<file path="config.mk">
export PLATFORM = sky130hd
export DESIGN_NAME = computer_top
export DESIGN_NICKNAME = d
export VERILOG_FILES = /design/src/rtl/computer_top.sv
export SDC_FILE = /design/constraint.sdc
export NUM_CORES = 1
export LEC_CHECK = 0
export CAP_MARGIN = 30
export CORE_MARGIN = 1
export CORE_UTILIZATION = 45
export CTS_BUF_LIST = sky130_fd_sc_hd__clkbuf_4 sky130_fd_sc_hd__clkbuf_8 sky130_fd_sc_hd__clkbuf_16
export DETAILED_ROUTE_END_ITERATION = 16
export PLACE_DENSITY = 0.71
export SLEW_MARGIN = 20
export SYNTH_ARGS = -nofsm -noshare
export SYNTH_HDL_FRONTEND = slang
export SYNTH_SLANG_ARGS = --single-unit
</file>
<file path="constraint.sdc">
create_clock -name clk -period 5 [get_ports clk]
set_input_delay 1 -clock clk [delete_from_list [all_inputs] [get_ports clk]]
set_output_delay 1 -clock clk [all_outputs]
set_load 0.005 [all_outputs]
</file>
<file path="src/rtl/computer_top.sv">
// computer_top: accumulator machine with a 16x8 unified instruction/data memory and a 3-clock instruction cycle.
// Defining COMPUTER_MUL_EN enables opcode 9 (MUL); when it is undefined, opcode 9 is a NOP.
module computer_top (
   input  logic       clk,
   input  logic       reset,
   input  logic       load_en,
   input  logic [3:0] load_addr,
   input  logic [7:0] load_data,
   output logic [3:0] pc,
   output logic [7:0] acc,
   output logic       carry,
   output logic [7:0] out_data,
   output logic       out_valid,
   output logic       halted
);
   localparam int unsigned DW    = 8;
   localparam int unsigned AW    = 4;
   localparam int unsigned DEPTH = 16;

   localparam logic [3:0] OP_LDA = 4'h1;
   localparam logic [3:0] OP_STA = 4'h2;
   localparam logic [3:0] OP_ADD = 4'h3;
   localparam logic [3:0] OP_SUB = 4'h4;
   localparam logic [3:0] OP_AND = 4'h5;
   localparam logic [3:0] OP_JMP = 4'h6;
   localparam logic [3:0] OP_JZ  = 4'h7;
   localparam logic [3:0] OP_OUT = 4'h8;
   localparam logic [3:0] OP_MUL = 4'h9;
   localparam logic [3:0] OP_HLT = 4'hF;

   typedef enum logic [1:0] {S_FETCH, S_DECODE, S_EXECUTE, S_HALT} state_e;

   state_e        state_q, state_d;
   logic [AW-1:0] pc_q, pc_d;
   logic [DW-1:0] acc_q, acc_d;
   logic          carry_q, carry_d;
   logic [DW-1:0] ir_q, ir_d;
   logic [DW-1:0] mdr_q, mdr_d;
   logic [DW-1:0] out_data_q, out_data_d;
   logic          out_valid_q, out_valid_d;
   logic          halted_q, halted_d;

   logic [DW-1:0] mem_q [DEPTH];
   logic          sta_we_c;
   logic          mem_we_c;
   logic [AW-1:0] mem_waddr_c;
   logic [DW-1:0] mem_wdata_c;
   logic [DW:0]   sum_c;
   logic [DW:0]   diff_c;
`ifdef COMPUTER_MUL_EN
   logic [2*DW-1:0] prod_c;
`endif

   // Next-state and datapath for the fetch/decode/execute cycle
   always_comb begin
      state_d     = state_q;
      pc_d        = pc_q;
      acc_d       = acc_q;
      carry_d     = carry_q;
      ir_d        = ir_q;
      mdr_d       = mdr_q;
      out_data_d  = out_data_q;
      out_valid_d = 1'b0;
      halted_d    = halted_q;
      sta_we_c    = 1'b0;
      sum_c       = {1'b0, acc_q} + {1'b0, mdr_q};
      diff_c      = {1'b0, acc_q} - {1'b0, mdr_q};
`ifdef COMPUTER_MUL_EN
      prod_c      = (2*DW)'(acc_q) * (2*DW)'(mdr_q);
`endif
      case (state_q)
         S_FETCH: begin
            ir_d    = mem_q[pc_q];
            pc_d    = pc_q + AW'(1);
            state_d = S_DECODE;
         end
         S_DECODE: begin
            mdr_d   = mem_q[ir_q[AW-1:0]];
            state_d = S_EXECUTE;
         end
         S_EXECUTE: begin
            state_d = S_FETCH;
            case (ir_q[7:4])
               OP_LDA: acc_d = mdr_q;
               OP_STA: sta_we_c = 1'b1;
               OP_ADD: {carry_d, acc_d} = sum_c;
               OP_SUB: {carry_d, acc_d} = diff_c;
               OP_AND: acc_d = acc_q & mdr_q;
               OP_JMP: pc_d = ir_q[AW-1:0];
               OP_JZ: begin
                  if (acc_q == '0) pc_d = ir_q[AW-1:0];
               end
               OP_OUT: begin
                  out_data_d  = acc_q;
                  out_valid_d = 1'b1;
               end
`ifdef COMPUTER_MUL_EN
               OP_MUL: begin
                  acc_d   = prod_c[DW-1:0];
                  carry_d = |prod_c[2*DW-1:DW];
               end
`endif
               OP_HLT: begin
                  halted_d = 1'b1;
                  state_d  = S_HALT;
               end
               default: ;
            endcase
         end
         S_HALT: state_d = S_HALT;
      endcase
   end

   always_ff @(posedge clk or negedge reset) begin
      if (!reset) begin
         state_q     <= S_FETCH;
         pc_q        <= '0;
         acc_q       <= '0;
         carry_q     <= 1'b0;
         ir_q        <= '0;
         mdr_q       <= '0;
         out_data_q  <= '0;
         out_valid_q <= 1'b0;
         halted_q    <= 1'b0;
      end else begin
         state_q     <= state_d;
         pc_q        <= pc_d;
         acc_q       <= acc_d;
         carry_q     <= carry_d;
         ir_q        <= ir_d;
         mdr_q       <= mdr_d;
         out_data_q  <= out_data_d;
         out_valid_q <= out_valid_d;
         halted_q    <= halted_d;
      end
   end

   // Program loading owns the write port while in reset; STA owns it otherwise
   always_comb begin
      mem_we_c    = sta_we_c;
      mem_waddr_c = ir_q[AW-1:0];
      mem_wdata_c = acc_q;
      if (!reset) begin
         mem_we_c    = load_en;
         mem_waddr_c = load_addr;
         mem_wdata_c = load_data;
      end
   end

   // Memory contents survive reset so a loaded program is kept
   always_ff @(posedge clk) begin
      if (mem_we_c) mem_q[mem_waddr_c] <= mem_wdata_c;
   end

   assign pc        = pc_q;
   assign acc       = acc_q;
   assign carry     = carry_q;
   assign out_data  = out_data_q;
   assign out_valid = out_valid_q;
   assign halted    = halted_q;
endmodule

</file>
Word level (Yosys, flattened, before mapping)
Memories as Yosys holds them, arrays and structs flattened. A register that Yosys moved wholly into a read port is not among the register bits.
Index checks and enable logic that the tools add are counted.
{ "word_totals": {"reg_bits": 25, "mem_bits_rw": 128, "elab_cells": 54, "memories": 1} }
{ "mem_list": {"columns": ["name", "words", "word_bits", "rd", "rd_clocked_by_memory_dff", "write_ports", "line_no", "source"], "rows": [
  ["mem_q", 16, 8, 2, 2, 1, "43", "logic [DW-1:0] mem_q [DEPTH];"]
]} }
{ "classes": {"n_addsub": 3, "eq_ne": 14, "mux": 16, "bitwise_logic": 1, "reduce_logical": 12} }
{ "op_table": {"columns": ["op", "count"], "rows": [
  ["$pmux 8 s4", 1],
  ["$eq 4x3->1 const B", 4],
  ["$pmux 4 s2", 2],
  ["$add 8x8->9", 1],
  ["$sub 8x8->9", 1],
  ["$and 8x8->8", 1],
  ["$eq 4x2->1 const B", 2],
  ["$eq 4x4->1 const B", 2],
  ["$logic_not 8->1", 1],
  ["$mux 4", 2],
  ["$mux 8", 1],
  ["$pmux 2 s4", 1],
  ["$reduce_and 2->1", 4],
  ["$mux 1", 7],
  ["$add 4x1->4 const B", 1],
  ["$eq 2x2->1 const B", 2],
  ["$eq 4x1->1 const B", 1],
  ["$reduce_bool 2->1", 2],
  ["$reduce_bool 4->1", 1],
  ["$ne 3x2->1 const B", 1],
  ["$ne 3x3->1 const B", 1],
  ["$reduce_and 3->1", 1],
  ["$eq 2x1->1 const B", 1],
  ["$logic_not 1->1", 2],
  ["3 further kinds", 3]
]} }

Depth between registers and ports, before layout
{ "depth": {"ltp_word": 6, "depth_mapped": 9, "depth_no_buf": 9} }

Worst setup path before layout
Ideal clock, no wire load.
{ "synth_path": {"path_type": "input port to flip-flop", "from": "in reset", "to": "mem mem_q[10][0] (enable)", "setup_time_ns": 0.370, "arrival_time_ns": 2.216, "required_time_ns": 4.630, "setup_slack_ns": 2.414, "stages": 4, "path_buffers": 2, "path_cell_list": "clkbuf_1 -> buf_1 -> a32oi_1 -> nor2_1"} }
{ "synth_via": {"elab_chain_len": 3, "elab_cells_between_ends": 4, "classes_between": "mux: 4"} }
{ "synth_rtl": {"columns": ["item", "line_no", "source"], "rows": [
  ["start, declared", "5", "input logic reset,"],
  ["$mux 1", "143", "if (!reset) begin"],
  ["$mux 1", "152", "if (mem_we_c) mem_q[mem_waddr_c] <= mem_wdata_c;"],
  ["$mux 1 (not written as such)", "152", null],
  ["end, declared", "43", null]
]} }
Parallel ways exist; a longest one is shown, timed or not.

Worst setup path after layout
{ "layout_path": {"from": "reg pc_q[3] (netlist: pc[3])", "to": "out pc[3]"} }
{ "layout_lines": {"columns": ["item", "line_no", "source"], "rows": [
  ["start, declared", "34", "logic [AW-1:0] pc_q, pc_d;"],
  ["start signal, assigned", "127", "pc_q <= pc_d;"],
  ["end, declared", "9", "output logic [3:0] pc,"]
]} }
No word-level cell between the ends.

==> flow_summary_export.csv <==
group,metric,value,unit
global_route,first_global_vias,5492,
critical_path,worstPathRequired,4000,ps
yosys,post_synth_xor_area_fraction,0.201,%
hold_path,hold-path-cell-count,2,
cts,cts_tree,"done",
cts,cts.sink_count,169,
cts,cts-hold-fix-buffers,0,
sta,finalCritPeriodShare,60.5,%
finish,seq_area,0.00487,mm²
cts,cts_max_path_buffers,2,
detailed_routing,postRouteAntennaNets,0,
yosys,synth_simple_gate_area_share,6.40,%
place,gp_congestion,0.934,
critical_path,r2r_cell_count,6,
sta,tightest_slew,881,ps
yosys,syn-cell-area,0.00870,mm²
yosys,yosysWarningCount,0,
yosys,synth-compound-area-share,8.18,%
yosys,synthesis.area_per_instance,15.0,µm²
yosys,synth_cells,581,
run_status,run_status,"finished, final reports clean",
sta,timing.final.crit_period,3020,ps
hold_path,worst_hold_path_type,"flop to flop",
detailed_routing,firstDrtPassIters,5,
yosys,synth-seq-cells,169,
finish,n_fill_cell,1500,
power_and_ir_drop,power_leakage,3.44,nW
critical_path,worst-path-buf-inv,1,
hold_path,min_from,"out_data[0]$_DFFE_PN0P_",
critical_path,worst_setup_path_start_kind,"flop",
critical_path,path_class,"flop to output port",
sta,finalSetupViolations,0,
floorplan,die_h,141,µm
sta,pins_over_slew_limit,0,
sta,skew,12.0,ps
critical_path,cp_cell_sequence,"clkdlybuf4s50_1",
detailed_routing,route.vias.total,5496,
critical_path,worst_path_max_fanout,17,
floorplan,fp.dieW,141,µm
place,buffer_ports.inserted,37,
cts,cts_buffers,17,
finish,mostFrequentLayoutCell,"sky130_fd_sc_hd__edfxtp_1",
global_route,global_route_wire_length_before_repair,33.6,mm
place,dpl.hpwl,15.2,mm
detailed_routing,drt_iter0_drc,726,
critical_path,critical_path.top_delay_family,"flip-flops",
finish,final_cell_count_no_fill,878,
power_and_ir_drop,power_density,612,mW/mm²
critical_path,worstReg2RegStart,"state_q[1]$_DFF_PN0_",
critical_path,worst-path-stages,1,
detailed_routing,wl_per_cell,24.8,µm
place,post-place-cells,846,
critical_path,cp-startpoint,"pc[3]$_DFFE_PN0P_",
finish,multiInputGateArea,0.00355,mm²
power_and_ir_drop,vdd_ir_max,0.000370,V
yosys,synth.yosys.seq_area_share,56.0,%
cts,clk_pin_slew_worst_paths,80,ps
place,dp_worst_setup_slack,2010,ps
floorplan,rows,50,
floorplan,effective_utilization_at_floorplan,46.2,%
yosys,synth_nets,616,
sta,whs,479,ps
cts,postCtsSetupBuffers,0,
sta,grt_setup_unrepaired,"false",
yosys,main_synth_ff_type,"sky130_fd_sc_hd__edfxtp_1",
global_route,gr-usage-all-layers,23.2,%
global_route,grt_antenna_before_repair,0,
floorplan,dieArea,0.0199,mm²
finish,drive_gt1_share,24.3,%
detailed_routing,drt_wl_total,21.7,mm
cts,htree_num_levels,4,
global_route,grt_max_degree,50,
yosys,post_synth_fa_ha_maj_area_fraction,3.05,%
sta,timing.final.hold_violations,0,
finish,syn2layout_area_growth,13.4,%
sta,fmax,331,MHz
finish,final_net_count,640,
floorplan,core-area,0.0188,mm²
sta,setup_tns,0,ps
critical_path,cp.arrival,2020,ps
finish,final_cell_mix,"sky130_fd_sc_hd__edfxtp_1 (128), sky130_fd_sc_hd__mux4_2 (66), sky130_fd_sc_hd__dfrtp_1 (39)",
finish,ant_cells,0,
run,maxCapViolations,0,
yosys,synth.lib_cells_used.distinct,64,
cts,clkLatencyLatePin,440,ps
yosys,synth_enable_flop_cells,128,
sta,slew_headroom,41.2,%
cts,cts-root-buf,"sky130_fd_sc_hd__clkbuf_16",
global_route,grt-ovfl-total,0,
yosys,portion_of_netlist_area_occupied_by_mux_cells,23.0,%
cts,post_cts.resized_instances,0,
critical_path,critical_path_sink_type,"output port",
power_and_ir_drop,post-layout-total-power,6.04,mW
sta,final_critical_path_setup_slack,1980,ps
critical_path,max_stage_delay,920,ps
floorplan,design.portCount,38,
detailed_routing,detail_route.drc_violations,0,
yosys,largest_family_of_logic_cells_by_synthesized_area,"multiplexers",
yosys,synthArstFlopShare,24.3,%
critical_path,critPathSlowestCell,"sky130_fd_sc_hd__dfrtp_1",
detailed_routing,vias_per_cell,6.26,
[metal layers]
metal / up-vias / part of all wire (%) / track usage [%]
met5: - / 0 / 0
met4: 0 / 3.3 / 9.90
met3: 51 / 7.4 / 4.31
met2: 299 / 47 / 35.9
met1: 2763 / 42 / 32.3
li1: 2383 / - / -
[power by group]
group / total (mW) / internal [mW] / switching [mW]
sequential: 2.08 / 1.76 / 0.316
combinational: 2.66 / 1.27 / 1.40
clock: 1.30 / 0.674 / 0.626
total: 6.04 / 3.71 / 2.34
[final timing paths]
kind | to | slack (ps)
worst min-delay path | out_data[0]$_DFFE_PN0P_ | 480
worst max-delay path | pc[3] | 1980
worst min register to register | out_data[0]$_DFFE_PN0P_ | 480
max in group asynchronous | ir_q[0]$_DFFE_PN0P_ | 3600
min in group asynchronous | out_data[7]$_DFFE_PN0P_ | 910
worst max register to register | mem_q[8][4]$_DFFE_PP_ | 2140
[cells in the mapped netlist, types with 3 or more instances]
cell | instances | area, µm²
sky130_fd_sc_hd__a31oi_1 | 5 | 31.3
sky130_fd_sc_hd__a221o_1 | 14 | 140
sky130_fd_sc_hd__buf_2 | 9 | 45.0
sky130_fd_sc_hd__o21ai_0 | 18 | 90.1
sky130_fd_sc_hd__buf_1 | 4 | 15.0
sky130_fd_sc_hd__a221oi_1 | 4 | 35.0
sky130_fd_sc_hd__or2_2 | 3 | 18.8
sky130_fd_sc_hd__dfrtp_1 | 41 | 1030
sky130_fd_sc_hd__mux2i_1 | 15 | 150
sky130_fd_sc_hd__mux4_2 | 66 | 1490
sky130_fd_sc_hd__o22ai_1 | 3 | 18.8
sky130_fd_sc_hd__nand2_1 | 24 | 90.1
sky130_fd_sc_hd__nor2b_1 | 6 | 37.5
sky130_fd_sc_hd__a211oi_1 | 5 | 37.5
sky130_fd_sc_hd__inv_1 | 23 | 86.3
sky130_fd_sc_hd__mux2_2 | 31 | 349
sky130_fd_sc_hd__edfxtp_1 | 128 | 3840
sky130_fd_sc_hd__o21bai_1 | 4 | 30.0
sky130_fd_sc_hd__or4_1 | 3 | 22.5
sky130_fd_sc_hd__ha_1 | 18 | 225
sky130_fd_sc_hd__a21oi_1 | 20 | 100
sky130_fd_sc_hd__nor3_1 | 24 | 120
sky130_fd_sc_hd__clkbuf_1 | 21 | 78.8
sky130_fd_sc_hd__nand3_1 | 3 | 15.0
sky130_fd_sc_hd__nor2_1 | 37 | 139
[cells by family (layout without fill, tap and decap cells)]
group / after synthesis / count (layout)
AOI/OAI and AO/OA: 100 / 100
adders and majority gates: 20 / 20
xor gates and xnor gates: 2 / 2
buffers and inverters: 63 / 100
and+or+nand+nor: 114 / 114
muxes: 113 / 113
DFF: 169 / 169
[flip-flops by register name, indices dropped and copies added, names as in the netlist]
signal     flops
acc            8
carry          1
halted         1
ir_q           8
mdr_q          8
mem_q        128
out_data       8
out_valid      1
pc             4
state_q        2
[cell type report]
type	count	area share (%)
Inverter	23	0.875
Clock buffer	17	4.31
Multi-Input combinational cell	349	36.0
Tap cell	260	3.30
Timing Repair Buffer	45	4.51
Clock inverter	15	1.69
Sequential cell	169	49.4
[metrics by stage]
step | cell area [µm²] | util, %
2_1_floorplan | 8700 | -
3_3_place_gp | 9250 | 49.1
3_5_place_dp | 9280 | 49.3
4_1_cts | 9870 | 52.4
5_1_grt | 9870 | 52.4
6_report | 9870 | 52.4
(Power assumes the default switching activity.)
